$ cat src/rtl/usb_packet_reader.sv
// USB receive-side packet decoder: oversampled bit recovery, SYNC detection, NRZI decoding,
// bit unstuffing and PID/DATA/CRC field capture. Define USB_READER_STUFF_ERR_EN to abort on stuff violations.
module usb_packet_reader #(
    parameter int CLKS_PER_BIT = 30
) (
    input  logic        clk,
    input  logic        rst,
    input  logic [1:0]  USBdata,
    output logic [7:0]  PID_data,
    output logic [63:0] data,
    output logic [15:0] CRC_data,
    output logic        EOP_found
);
    localparam int HALF = CLKS_PER_BIT / 2;
    localparam int CW   = $clog2(CLKS_PER_BIT);

    typedef enum logic [1:0] {LS_J, LS_K, LS_SE0} line_t;
    typedef enum logic [2:0] {S_IDLE, S_SYNC, S_PID, S_DATA, S_CRC, S_POST, S_EOP} state_t;

    logic [1:0]    sync1_q, sync2_q;
    line_t         line_d, line_prev_q;
    logic [CW-1:0] phase_q;
    logic          sample_d;

    state_t        state_q;
    logic [2:0]    sync_idx_q;
    line_t         last_jk_q;
    logic [2:0]    ones_q;
    logic [6:0]    bitcnt_q;
    logic          se0_two_q;
    logic [7:0]    pid_q;
    logic [63:0]   data_q;
    logic [15:0]   crc_q;

    logic          bit_d, stuffed_d, stuff_err_d, sync_expect_k_d;

    always_comb begin
        case (sync2_q)
            2'b01:   line_d = LS_K;
            2'b00:   line_d = LS_SE0;
            default: line_d = LS_J;
        endcase
    end

    assign sample_d        = (line_d == line_prev_q) && (phase_q == '0);
    assign bit_d           = (line_d == last_jk_q);
    assign stuffed_d       = (ones_q == 3'd6);
    // SYNC is K J K J K J K K: K on every even position and on the last one
    assign sync_expect_k_d = !sync_idx_q[0] || (sync_idx_q == 3'd7);

`ifdef USB_READER_STUFF_ERR_EN
    assign stuff_err_d = stuffed_d && bit_d && (state_q != S_POST);
`else
    assign stuff_err_d = 1'b0;
`endif

    // Two-flop synchronizer and edge-resynchronized phase counter
    always_ff @(posedge clk or posedge rst) begin
        if (rst) begin
            sync1_q     <= 2'b10;
            sync2_q     <= 2'b10;
            line_prev_q <= LS_J;
            phase_q     <= CW'(HALF - 1);
        end else begin
            sync1_q     <= USBdata;
            sync2_q     <= sync1_q;
            line_prev_q <= line_d;
            if (line_d != line_prev_q)
                phase_q <= CW'(HALF - 1);
            else if (phase_q == '0)
                phase_q <= CW'(CLKS_PER_BIT - 1);
            else
                phase_q <= phase_q - 1'b1;
        end
    end

    always_ff @(posedge clk or posedge rst) begin
        if (rst) begin
            state_q    <= S_IDLE;
            sync_idx_q <= 3'd0;
            last_jk_q  <= LS_J;
            ones_q     <= 3'd0;
            bitcnt_q   <= 7'd0;
            se0_two_q  <= 1'b0;
            pid_q      <= 8'h00;
            data_q     <= 64'h0;
            crc_q      <= 16'h0;
            PID_data   <= 8'h00;
            data       <= 64'h0;
            CRC_data   <= 16'h0;
            EOP_found  <= 1'b0;
        end else if (sample_d) begin
            case (state_q)
                S_IDLE: begin
                    if (line_d == LS_K) begin
                        state_q    <= S_SYNC;
                        sync_idx_q <= 3'd1;
                        EOP_found  <= 1'b0;
                    end
                end
                S_SYNC: begin
                    if (line_d == LS_SE0 || ((line_d == LS_K) != sync_expect_k_d)) begin
                        state_q <= S_IDLE;
                    end else if (sync_idx_q == 3'd7) begin
                        state_q   <= S_PID;
                        last_jk_q <= LS_K;
                        ones_q    <= 3'd0;
                        bitcnt_q  <= 7'd0;
                        pid_q     <= 8'h00;
                        data_q    <= 64'h0;
                        crc_q     <= 16'h0;
                    end else begin
                        sync_idx_q <= sync_idx_q + 3'd1;
                    end
                end
                S_PID, S_DATA, S_CRC, S_POST: begin
                    if (line_d == LS_SE0) begin
                        state_q   <= S_EOP;
                        se0_two_q <= 1'b0;
                    end else begin
                        last_jk_q <= line_d;
                        if (stuff_err_d) begin
                            state_q <= S_IDLE;
                        end else if (stuffed_d) begin
                            ones_q <= 3'd0;
                        end else begin
                            ones_q <= bit_d ? ones_q + 3'd1 : 3'd0;
                            case (state_q)
                                S_PID: begin
                                    pid_q[bitcnt_q[2:0]] <= bit_d;
                                    if (bitcnt_q == 7'd7) begin
                                        state_q  <= S_DATA;
                                        bitcnt_q <= 7'd0;
                                    end else begin
                                        bitcnt_q <= bitcnt_q + 7'd1;
                                    end
                                end
                                S_DATA: begin
                                    data_q[bitcnt_q[5:0]] <= bit_d;
                                    if (bitcnt_q == 7'd63) begin
                                        state_q  <= S_CRC;
                                        bitcnt_q <= 7'd0;
                                    end else begin
                                        bitcnt_q <= bitcnt_q + 7'd1;
                                    end
                                end
                                S_CRC: begin
                                    crc_q[bitcnt_q[3:0]] <= bit_d;
                                    if (bitcnt_q == 7'd15) begin
                                        state_q  <= S_POST;
                                        bitcnt_q <= 7'd0;
                                    end else begin
                                        bitcnt_q <= bitcnt_q + 7'd1;
                                    end
                                end
                                default: ;
                            endcase
                        end
                    end
                end
                S_EOP: begin
                    if (line_d == LS_SE0) begin
                        se0_two_q <= 1'b1;
                    end else begin
                        state_q <= S_IDLE;
                        if (line_d == LS_J && se0_two_q) begin
                            PID_data  <= pid_q;
                            data      <= data_q;
                            CRC_data  <= crc_q;
                            EOP_found <= 1'b1;
                        end
                    end
                end
                default: state_q <= S_IDLE;
            endcase
        end
    end
endmodule

$ cat config.mk
export PLATFORM = sky130hd
export DESIGN_NAME = usb_packet_reader
export DESIGN_NICKNAME = d
export VERILOG_FILES = /design/src/rtl/usb_packet_reader.sv
export SDC_FILE = /design/constraint.sdc
export NUM_CORES = 1
export LEC_CHECK = 0
export BUFFER_PORTS_ARGS = -buffer_cell sky130_fd_sc_hd__buf_2
export CAP_MARGIN = 0
export CORE_ASPECT_RATIO = 0.6
export CORE_MARGIN = 5
export CORE_UTILIZATION = 53
export DETAILED_ROUTE_END_ITERATION = 10
export MAX_ROUTING_LAYER = met4
export PLACE_DENSITY = 0.76
export SLEW_MARGIN = 5
export SYNTH_ARGS = -nofsm -noshare
export SYNTH_HDL_FRONTEND = slang
export SYNTH_SLANG_ARGS = --single-unit
export TNS_END_PERCENT = 100
$ cat constraint.sdc
create_clock -name clk -period 5.2 [get_ports clk]
set_input_delay 0 -clock clk [delete_from_list [all_inputs] [get_ports clk]]
set_output_delay 0 -clock clk [all_outputs]
set_load 0.05 [all_outputs]
==> impl_metrics.ini <==
[outcome]
status = complete, no violations

[power]
p_sw_share_pct = 20.72
ir_worst_vdd_mv = 0.1914
p_comb_share_pct = 1.9
internal_power_uw = 2378
p_per_area_nw_per_um2 = 286.4
p_leak_uw = 0.005250
switchingPower_uw = 621.6
p_clk_share_pct = 44.0
seqPwrFrac_pct = 54.1

[layout]
finalCoreUtilization_pct = 61.15
drive_gt1_share_pct = 25.62
syn_to_final_growth_pct = 13.27
layout_common_cells = dfrtp_1 (202), o21ai_0 (184), buf_2 (92)
nFillCells = 1417
fin_nets = 926
final_common_cell = dfrtp_1
antennaDiodeCount = 0

[floorplanning]
ios = 93
core_um2 = 17130
initial_utilization_pct = 53.98
die_y_um = 112.3
die_area_um2 = 20270
rows = 37
dieWidth_um = 180.5

[logic_synthesis]
ys_seq_area_share_pct = 56.09
avgSynthCellArea_um2 = 10.93
synth_edf_count = 0
syn-num-nets = 862
yosysUniqueCellTypes = 61
synth-async-reset-ratio_pct = 100.0
synthCells = 846
synth_area_um2 = 9246
ys.warnings.count = 0
synth_flop_cell = dfrtp_1
synth-seq-cells = 207

[clock_network]
cts_buffers = 19
root_buffer = clkbuf_16
cts.sinks = 207
clock_path_buffers = 3
cts-htree-levels = 1
cts_tree = yes
worstSkewPairLatency_ns = 0.48
clk_pin_slew_ns = 0.07

[global_route]
grt_pass1_wl_mm = 35.99
track_usage_pct = 21.90
overflow = 0
grt_pass1_vias = 6648
grt_max_degree = 121
grt_antenna_before_repair = 0

[worst_setup_path]
worstPathArrival_ns = 4.17
r2r_slack_ns = 1.42
startpoint_type = register
cp.required_ns = 5.58
worst_setup_path_end_kind = register
critPathKind = reg -> reg
crit_fanout = 107

[placed_design]
port_buffers = 92
place_ws_ns = 1.305
place_congestion = 0.8786
hpwl_mm = 14.47

[sta]
layout_min_cycle_time_ns = 3.784
worst_slack_ns = 1.416
max_freq_mhz = 264.3
period_share_pct = 72.76
max_slew_margin_pct = 27.14
skew_ns = 0.008715
tightest_slew_ns = 1.093
hold_viol = 0
rsz0062_at_grt = false
tns_ns = 0
setup_viol = 0
drv_slew = 0

[run]
drv_cap = 0

[drt]
drt_iter0_drc = 691
first_pass_iters = 5
post_drt_wl_per_cell_um = 19.01
postRouteWirelength_mm = 21.96
final_antenna_net_count = 0
viasPerCell = 6.047
route.detailed.drc = 0
vias = 6984

[worst_hold_path]
min_path_type = in -> async
==> final timing paths <==
| check | from | to | cells after the start |
|---|---|---|---|
| hold reg to reg | sync1_q[1] | sync2_q[1] | 0 |
| hold / removal | rst | CRC_data[5] | 3 |
| setup / recovery | state_q[2] | data_q[22] | 7 |
| min in group clk | USBdata[0] | sync1_q[0] | 2 |
| max in group asynchronous | rst | data_q[18] | 4 |
| setup reg to reg | state_q[2] | data_q[22] | 7 |
==> layer usage <==
layer	up-vias	share of wire [%]	global-route usage (%)
met4	0	1.8	4.179
met2	297	41	29.16
met1	3446	48	34.92
met3	40	8.5	4.145
met5	-	0	-
li1	3201	-	-
==> power by group through the flow <==
stage	Clock [uW]	Combinational (uW)	Sequential, uW
3_3_place_gp	0	55.6	1650
3_5_place_dp	0	56.4	1650
4_1_cts	1340	58.3	1620
2_1_floorplan	0	41.5	1650
6_report	1320	56.0	1620
5_1_grt	1400	66.2	1620
==> sequential cells by signal (all words and copies together), names as in the netlist, 5 cells and up <==
register,flops
pid_q,8
bitcnt_q,7
CRC_data,16
data_q,64
crc_q,16
PID_data,8
phase_q,5
data,64
==> critical path: stages (launching register included) <==
cell and delay [ns]:
dfrtp_1 0.63, inv_1 0.14, ha_4 1.00, nor3_1 0.25, a21oi_2 0.40, o2111a_1 0.45
nand3_1 0.47, o21ai_0 0.34
==> layout make-up <==
type,instances,area [um^2],share of cell area (%)
Inverter,16,63.81,0.6092
Clock inverter,2,13.76,0.1314
Multi-Input combinational cell,562,3780,36.09
Timing Repair Buffer,104,570.5,5.447
Tap cell,234,292.8,2.795
Sequential cell,207,5186,49.52
Clock buffer,30,566.8,5.412
==> stage by stage <==
stage,power [uW],hold slack (ns),instances,instance area (um^2)
floorplan,1693,0.004478,846,9250
global placement,1709,0.04384,1120,9857
detailed placement,1710,0.05252,1120,9857
CTS,3024,0.09420,1155,10470
global route,3092,0.1256,1155,10470
finish,3000,0.09214,1155,10470
==> synth_stat cells (3+ instances only) <==
master / n / share of area (%)
a21oi_1: 84 / 4.5
a311oi_1: 5 / 0.47
and2_1: 4 / 0.27
and3_1: 9 / 0.61
and3b_1: 3 / 0.28
buf_1: 11 / 0.45
clkbuf_1: 45 / 1.8
dfrtp_1: 202 / 55
dfstp_2: 5 / 1.4
ha_1: 12 / 1.6
inv_1: 16 / 0.65
mux2_1: 9 / 1.1
mux2_2: 83 / 10
nand2_1: 27 / 1.1
nand2b_1: 6 / 0.41
nand3_1: 27 / 1.5
nand3b_1: 10 / 0.81
nor2_1: 22 / 0.89
nor2b_1: 4 / 0.27
nor3_1: 11 / 0.60
nor3b_1: 3 / 0.24
nor4_1: 4 / 0.27
o211ai_1: 3 / 0.24
o21ai_0: 184 / 10
o31ai_1: 6 / 0.49
or2_2: 3 / 0.20
or3b_2: 4 / 0.38
==> logic make-up after synthesis <==
logic type                 count (synthesis)  synth area share, %
xor gates and xnor gates                   2               0.1895
adders and majority gates                 12                1.624
muxes                                     93                11.31
DFF                                      207                56.09
AOI/OAI and AO/OA                        306                18.25
and+or+nand+nor                          149                9.175
buffers and inverters                     77                3.356
==> what timing repair did <==
| action | CTS | global route |
|---|---|---|
| setup buffers | 0 | 0 |
| gates resized for setup | 0 | 0 |
| hold buffers | 3 | 0 |
| hold endpoints to repair | 21 | 0 |
(Power assumes the default switching activity.)
